### config.mk
export PLATFORM = sky130hd
export DESIGN_NAME = pixel_write_stage
export DESIGN_NICKNAME = d
export VERILOG_FILES = /design/src/rtl/pixel_write_stage_pkg.sv /design/src/rtl/pixel_write_stage_pix_fifo.sv /design/src/rtl/pixel_write_stage.sv
export SDC_FILE = /design/constraint.sdc
export NUM_CORES = 1
export LEC_CHECK = 0
export ABC_CLOCK_PERIOD_IN_PS = 4000
export BUFFER_PORTS_ARGS = -buffer_cell sky130_fd_sc_hd__buf_2
export CORE_AREA = 2 2 136 138
export DETAILED_ROUTE_END_ITERATION = 8
export DIE_AREA = 0 0 138 140
export PLACE_DENSITY_LB_ADDON = 0.3
export SYNTH_ARGS = -nofsm -noshare
export SYNTH_HDL_FRONTEND = slang
export SYNTH_SLANG_ARGS = --single-unit
### constraint.sdc
create_clock -name clk -period 4 [get_ports clk]
set_clock_uncertainty 0.2 [all_clocks]
set_input_delay 0 -clock clk [delete_from_list [all_inputs] [get_ports clk]]
set_output_delay 0 -clock clk [all_outputs]
set_load 0.05 [all_outputs]
### src/rtl/pixel_write_stage_pkg.sv
//------------------------------------------------------------------------------
// Module   : pixel_write_stage_pkg
// Purpose  : Shared widths, pixel record, FSM encodings and address helper
//            for the pixel write stage.
// Revision : 1.0 - initial release
//------------------------------------------------------------------------------
`default_nettype none

package pixel_write_stage_pkg;

  localparam int SCREEN_W_DEF = 640;
  localparam int SCREEN_H_DEF = 480;
  localparam int COLOR_W      = 3;
  localparam int COORD_W      = 10;
  localparam int FB_ADDR_W    = 19;

  // One buffered pixel: coordinates plus color (23 bits total)
  typedef struct packed {
    logic [COORD_W-1:0] x;
    logic [COORD_W-1:0] y;
    logic [COLOR_W-1:0] color;
  } pixel_t;

  // Output FSM encodings
  localparam logic [0:0] S_IDLE  = 1'b0;
  localparam logic [0:0] S_WRITE = 1'b1;

  // Linear framebuffer address y*w + x, evaluated at the address width
  function automatic logic [FB_ADDR_W-1:0] pix_addr(
    input logic [COORD_W-1:0] x,
    input logic [COORD_W-1:0] y,
    input int unsigned        w
  );
    return FB_ADDR_W'(y) * FB_ADDR_W'(w) + FB_ADDR_W'(x);
  endfunction

endpackage

`default_nettype wire

### src/rtl/pixel_write_stage_pix_fifo.sv
//------------------------------------------------------------------------------
// Module   : pix_fifo
// Purpose  : Small synchronous FIFO (no bypass) with full/empty/count flags.
//            Push into a full FIFO and pop from an empty FIFO are ignored.
// Revision : 1.0 - initial release
//------------------------------------------------------------------------------
`default_nettype none

module pix_fifo #(
  parameter int DEPTH = 8,
  parameter int WIDTH = 23
) (
  input  logic                     clk,
  input  logic                     reset_n,
  input  logic                     push,
  input  logic [WIDTH-1:0]         wdata,
  input  logic                     pop,
  output logic [WIDTH-1:0]         rdata,
  output logic                     full,
  output logic                     empty,
  output logic [$clog2(DEPTH):0]   count
);

  localparam int AW = $clog2(DEPTH);
  localparam logic [AW:0] c_DEPTH = (AW+1)'(DEPTH);

  logic [WIDTH-1:0] r_mem [DEPTH];
  logic [AW-1:0]    r_wr_ptr;
  logic [AW-1:0]    r_rd_ptr;
  logic [AW:0]      r_count;
  logic             w_do_push;
  logic             w_do_pop;

  assign full      = (r_count == c_DEPTH);
  assign empty     = (r_count == '0);
  assign count     = r_count;
  assign rdata     = r_mem[r_rd_ptr];
  assign w_do_push = push && !full;
  assign w_do_pop  = pop && !empty;

  // Storage array needs no reset; occupancy tracking makes stale data invisible
  always_ff @(posedge clk) begin
    if (w_do_push) r_mem[r_wr_ptr] <= wdata;
  end

  // Pointer and occupancy bookkeeping; simultaneous push/pop keeps count
  always_ff @(posedge clk or negedge reset_n) begin
    if (!reset_n) begin
      r_wr_ptr <= '0;
      r_rd_ptr <= '0;
      r_count  <= '0;
    end else begin
      if (w_do_push) r_wr_ptr <= r_wr_ptr + AW'(1);
      if (w_do_pop)  r_rd_ptr <= r_rd_ptr + AW'(1);
      case ({w_do_push, w_do_pop})
        2'b10:   r_count <= r_count + (AW+1)'(1);
        2'b01:   r_count <= r_count - (AW+1)'(1);
        default: r_count <= r_count;
      endcase
    end
  end

endmodule

`default_nettype wire

### src/rtl/pixel_write_stage.sv
//------------------------------------------------------------------------------
// Module   : pixel_write_stage
// Purpose  : Clips the draw-stage pixel stream, buffers survivors in a FIFO
//            and writes them to the framebuffer with a hold-until-ack port.
// Options  : PIX_TRANSPARENCY_EN - discard pixels whose color equals
//            TRANSPARENT_COLOR at the input filter.
// Revision : 1.0 - initial release
//------------------------------------------------------------------------------
`default_nettype none

module pixel_write_stage
  import pixel_write_stage_pkg::*;
#(
  parameter int                 SCREEN_W          = SCREEN_W_DEF,
  parameter int                 SCREEN_H          = SCREEN_H_DEF,
  parameter int                 FIFO_DEPTH        = 8,
  parameter logic [COLOR_W-1:0] TRANSPARENT_COLOR = 3'b000
) (
  input  logic                 clk,
  input  logic                 reset_n,
  input  logic                 plot_in,
  input  logic [COORD_W-1:0]   x_in,
  input  logic [COORD_W-1:0]   y_in,
  input  logic [COLOR_W-1:0]   color_in,
  output logic                 in_ready,
  output logic                 fb_we,
  output logic [FB_ADDR_W-1:0] fb_addr,
  output logic [COLOR_W-1:0]   fb_data,
  input  logic                 fb_ack,
  output logic                 busy,
  output logic [7:0]           drop_count
);

  localparam int CW = $clog2(FIFO_DEPTH) + 1;
  // Limits widened by one bit so a full 10-bit coordinate compares cleanly
  localparam logic [COORD_W:0] c_W_LIM = (COORD_W+1)'(SCREEN_W);
  localparam logic [COORD_W:0] c_H_LIM = (COORD_W+1)'(SCREEN_H);

  pixel_t                 w_in_pix;
  pixel_t                 w_head;
  logic [$bits(pixel_t)-1:0] w_head_bits;
  logic                   w_full;
  logic                   w_empty;
  logic [CW-1:0]          w_count;
  logic                   w_on_screen;
  logic                   w_key_pass;
  logic                   w_pass;
  logic                   w_push;
  logic                   w_drop;
  logic                   w_pop;

  logic [0:0]             r_state;
  logic [FB_ADDR_W-1:0]   r_fb_addr;
  logic [COLOR_W-1:0]     r_fb_data;
  logic [7:0]             r_drop_count;

  assign w_in_pix    = '{x: x_in, y: y_in, color: color_in};
  assign w_on_screen = ({1'b0, x_in} < c_W_LIM) && ({1'b0, y_in} < c_H_LIM);

`ifdef PIX_TRANSPARENCY_EN
  assign w_key_pass = (color_in != TRANSPARENT_COLOR);
`else
  // Keying compiled out: every color survives the filter
  assign w_key_pass = (color_in == TRANSPARENT_COLOR) | 1'b1;
`endif

  // A pixel that would be written if space allowed; clipped/keyed ones vanish
  assign w_pass = plot_in && w_on_screen && w_key_pass;
  assign w_push = w_pass && in_ready;
  assign w_drop = w_pass && !in_ready;

  // Ready depends only on occupancy, never on plot_in
  assign in_ready = !w_full;

  // Pop when idle, or when the current write is acknowledged
  assign w_pop = !w_empty && ((r_state == S_IDLE) || fb_ack);

  pix_fifo #(
    .DEPTH (FIFO_DEPTH),
    .WIDTH ($bits(pixel_t))
  ) u_fifo (
    .clk     (clk),
    .reset_n (reset_n),
    .push    (w_push),
    .wdata   (w_in_pix),
    .pop     (w_pop),
    .rdata   (w_head_bits),
    .full    (w_full),
    .empty   (w_empty),
    .count   (w_count)
  );

  assign w_head = pixel_t'(w_head_bits);

  // Output FSM: load a FIFO head into the write register, hold until ack
  always_ff @(posedge clk or negedge reset_n) begin
    if (!reset_n) begin
      r_state   <= S_IDLE;
      r_fb_addr <= '0;
      r_fb_data <= '0;
    end else begin
      case (r_state)
        S_IDLE: begin
          if (!w_empty) r_state <= S_WRITE;
        end
        S_WRITE: begin
          if (fb_ack && w_empty) r_state <= S_IDLE;
        end
        default: r_state <= S_IDLE;
      endcase
      if (w_pop) begin
        r_fb_addr <= pix_addr(w_head.x, w_head.y, SCREEN_W);
        r_fb_data <= w_head.color;
      end
    end
  end

  // Saturating count of filter-passing pixels lost because the FIFO was full
  always_ff @(posedge clk or negedge reset_n) begin
    if (!reset_n) begin
      r_drop_count <= '0;
    end else if (w_drop && (r_drop_count != 8'hFF)) begin
      r_drop_count <= r_drop_count + 8'd1;
    end
  end

  assign fb_we      = (r_state == S_WRITE);
  assign fb_addr    = r_fb_addr;
  assign fb_data    = r_fb_data;
  assign busy       = (w_count != '0) || fb_we;
  assign drop_count = r_drop_count;

endmodule

`default_nettype wire
==> qor.yml <==
worst_hold_path:
  whs_path_depth: 5
  hold_path_class: "in2reg"
detailed_routing:
  first_pass_iters: 4
  wl_per_cell_um: 20.6
  ant_nets: 0
  viasPerCell: 5.60
  drc: 0
  drt_iter0_drc: 346
  drt-total-wl_mm: 18.7
  num_vias: 5083
cells_and_area:
  final_area_mm2: 0.0114
  antenna_cells: 0
  nets: 717
  fin_util_pct: 64.1
  area_growth_pct: 20.9
  mostFrequentLayoutCell: "edfxtp_1"
  final_cell_mix: "184 x edfxtp_1, 59 x buf_2, 47 x nand2_1"
  drive_gt1_share_pct: 31.1
global_routing:
  grt_usage_pct: 19.3
  grt-ovfl-total: 0
  grt_pass1_wl_mm: 29.1
  grt_pass1_vias: 5370
  grt_max_degree: 44
  antenna_found_initial: 0
power_and_ir_drop:
  power.density_mw_per_mm2: 919
  seqPwrFrac_pct: 28.8
  p_total_uw: 10500
  clock_power_share_pct: 21.0
  peakVddDrop_uv: 853
  comb_power_share_pct: 50.2
  p_int_uw: 6580
  p_switching_uw: 3890
  leakagePower_uw: 0.00417
  sw_frac_of_total_pct: 37.1
logic_synthesis:
  synth-compound-area-share_pct: 3.61
  synthAdderAreaFrac_pct: 3.95
  synth_top_family_by_area: "multiplexers"
  synthMuxAreaShare_pct: 13.9
  synth_seq_cells: 225
  synth_xor_area_share_pct: 2.42
  synthSimpleGateAreaFrac_pct: 5.14
  avgSynthCellArea_um2: 17.5
  yosysSeqAreaShare_pct: 69.5
  yosysWarnings: 0
  synthArstFlopShare_pct: 18.2
  netlist_area_mm2: 0.00943
  synthFlopType: "edfxtp_1"
  synth-edff-count: 184
  synth.net_count: 593
  synthCells: 538
  yosysUniqueCellTypes: 48
clock_network:
  clk_pin_slew_ns: 0.06
  insertion_delay_ns: 0.51
  numCtsBuffers: 23
  cts_tree: "built"
  cts-root-buf: "clkbuf_16"
  clock_sinks: 225
  clk_path_buf_depth: 3
  htreeDepth: 1
critical_path:
  rrSetupSlack_ns: 0.1
  path_max_fanout: 10
  crit_end: "fb_addr[18]"
  crit_required_ns: 4.22
  worstSetupPathType: "reg2reg"
  r2r_cells: 12
  crit_start: "u_fifo.r_rd_ptr[0]"
  r2r_start: "u_fifo.r_rd_ptr[0]"
  start_kind: "flip-flop"
  cp_data_arrival_time_ns: 4.12
  reg2reg_to: "fb_addr[18]"
  crit_path_end_kind: "flip-flop"
sta:
  setup_viol: 0
  relSlewSlack_pct: 52.3
  tns_ns: 0
  hold_viol: 0
  min_period_ns: 3.90
  max_freq_mhz: 256
  slew_violations: 0
  finalCritPeriodShare_pct: 97.5
  worst_slack_ns: 0.0992
  worst_pin_slew_ns: 0.715
die:
  die-height_um: 140
  pin_count: 60
  die-area_mm2: 0.0193
  core-area_mm2: 0.0178
  die_w_um: 138
  rows: 49
  initial_utilization_pct: 53.0
place:
  preCtsSetupSlack_ns: -0.00943
  gp_congestion: 0.801
  dp_hpwl_mm: 11.4
  portBuffers: 59
  post_dp_cell_area_mm2: 0.0102
outcome:
  status: "complete, no violations"
run:
  maxCapViolCount: 0
[kinds of logic after synthesis]
group / count (synthesis)
xor+xnor: 26
fa+ha+maj: 28
mux: 71
buf+inv: 33
simple gates: 102
flops: 225
compound gates: 53
[layer usage]
layer  global-route usage [%]  vias to the layer above  part of all wire (%)
met1                     25.4                     2561                    42
met4                     6.28                        0                   2.0
met2                     33.5                      134                    51
met5                        0                        -                     0
li1                         -                     2356                     -
met3                     3.01                       32                   5.4
[worst min-delay path by stage]
stage / startpoint / endpoint / slack [ns]
after floorplan: reset_n / drop_count[0] / -0.50
after global placement: reset_n / drop_count[5] / -0.09
after CTS: fb_ack / fb_we / 0.07
final: fb_ack / fb_we / 0.09
after global routing: fb_ack / fb_we / 0.08
after detailed placement: reset_n / drop_count[5] / -0.08
[cell type report]
| type | count | area (um^2) |
|---|---|---|
| Clock buffer | 31 | 626 |
| Fill cell | 1219 | 6380 |
| Sequential cell | 225 | 6550 |
| Tap cell | 229 | 287 |
| Timing Repair Buffer | 119 | 856 |
| Multi-Input combinational cell | 280 | 2870 |
| Clock inverter | 11 | 161 |
| Inverter | 13 | 48.8 |
[registers in the layout, summed over array words and instances, names as in the netlist]
name	flops
u_fifo.r_mem	184
fb_data	3
u_fifo.r_rd_ptr	3
u_fifo.r_wr_ptr	3
fb_addr	19
fb_we	1
u_fifo.count	4
drop_count	8
[critical path, stage by stage, from the launching register on]
cell and delay, ns:
dfrtp_2 0.40, buf_12 0.14, buf_4 0.17, mux4_2 0.52, mux2_2 0.29, ha_1 0.33
ha_4 0.32, nand3_1 0.12, o22ai_2 0.20, mux2_2 0.36, or2_2 0.31, a311o_1 0.37
o211ai_2 0.07
[cells in the mapped netlist, types with 2 or more instances]
cell type / number / area share, %
a211o_1: 2 / 0.19
a21o_1: 6 / 0.48
a21oi_1: 7 / 0.37
buf_1: 2 / 0.080
buf_2: 5 / 0.27
clkbuf_1: 12 / 0.48
dfrtp_1: 41 / 11
edfxtp_1: 184 / 59
fa_1: 3 / 0.64
ha_1: 25 / 3.3
inv_1: 12 / 0.48
mux2_2: 13 / 1.6
mux2i_1: 12 / 1.3
mux4_1: 3 / 0.84
mux4_2: 43 / 10
nand2_1: 47 / 1.9
nand2b_1: 6 / 0.40
nand3_1: 6 / 0.32
nand3b_1: 2 / 0.16
nand4_1: 3 / 0.20
nor2_1: 18 / 0.72
nor2b_1: 3 / 0.20
nor3_1: 7 / 0.37
nor4_1: 2 / 0.13
o211ai_1: 3 / 0.24
o21ai_0: 23 / 1.2
o31ai_1: 2 / 0.16
o32ai_1: 2 / 0.19
xnor2_1: 16 / 1.5
xor2_1: 10 / 0.93
[per-stage QoR]
| stage | cells | hold slack, ns |
|---|---|---|
| global route | 908 | 0.0836 |
| floorplan | 538 | -0.496 |
| global placement | 833 | -0.0913 |
| finish | 908 | 0.0883 |
| detailed placement | 833 | -0.0804 |
| CTS | 902 | 0.0678 |
[what timing repair did]
item / 4_1_cts / 5_1_grt
hold endpoints to repair: 239 / 0
endpoints found under the setup margin: 1 / 3
buffers inserted: 0 / 6
pin swaps: 1 / 5
hold buffers: 27 / 0
resized for setup: 1 / 17
[power groups by stage]
stage | registers [uW] | logic, uW | clock network (uW)
after floorplan | 3420 | 3250 | 0
after global placement | 3040 | 4670 | 0
after detailed placement | 3060 | 4780 | 0
after CTS | 3020 | 4860 | 2250
after global routing | 3050 | 5740 | 2340
final | 3020 | 5250 | 2200
No activity file was read; power rests on OpenSTA's default activity.
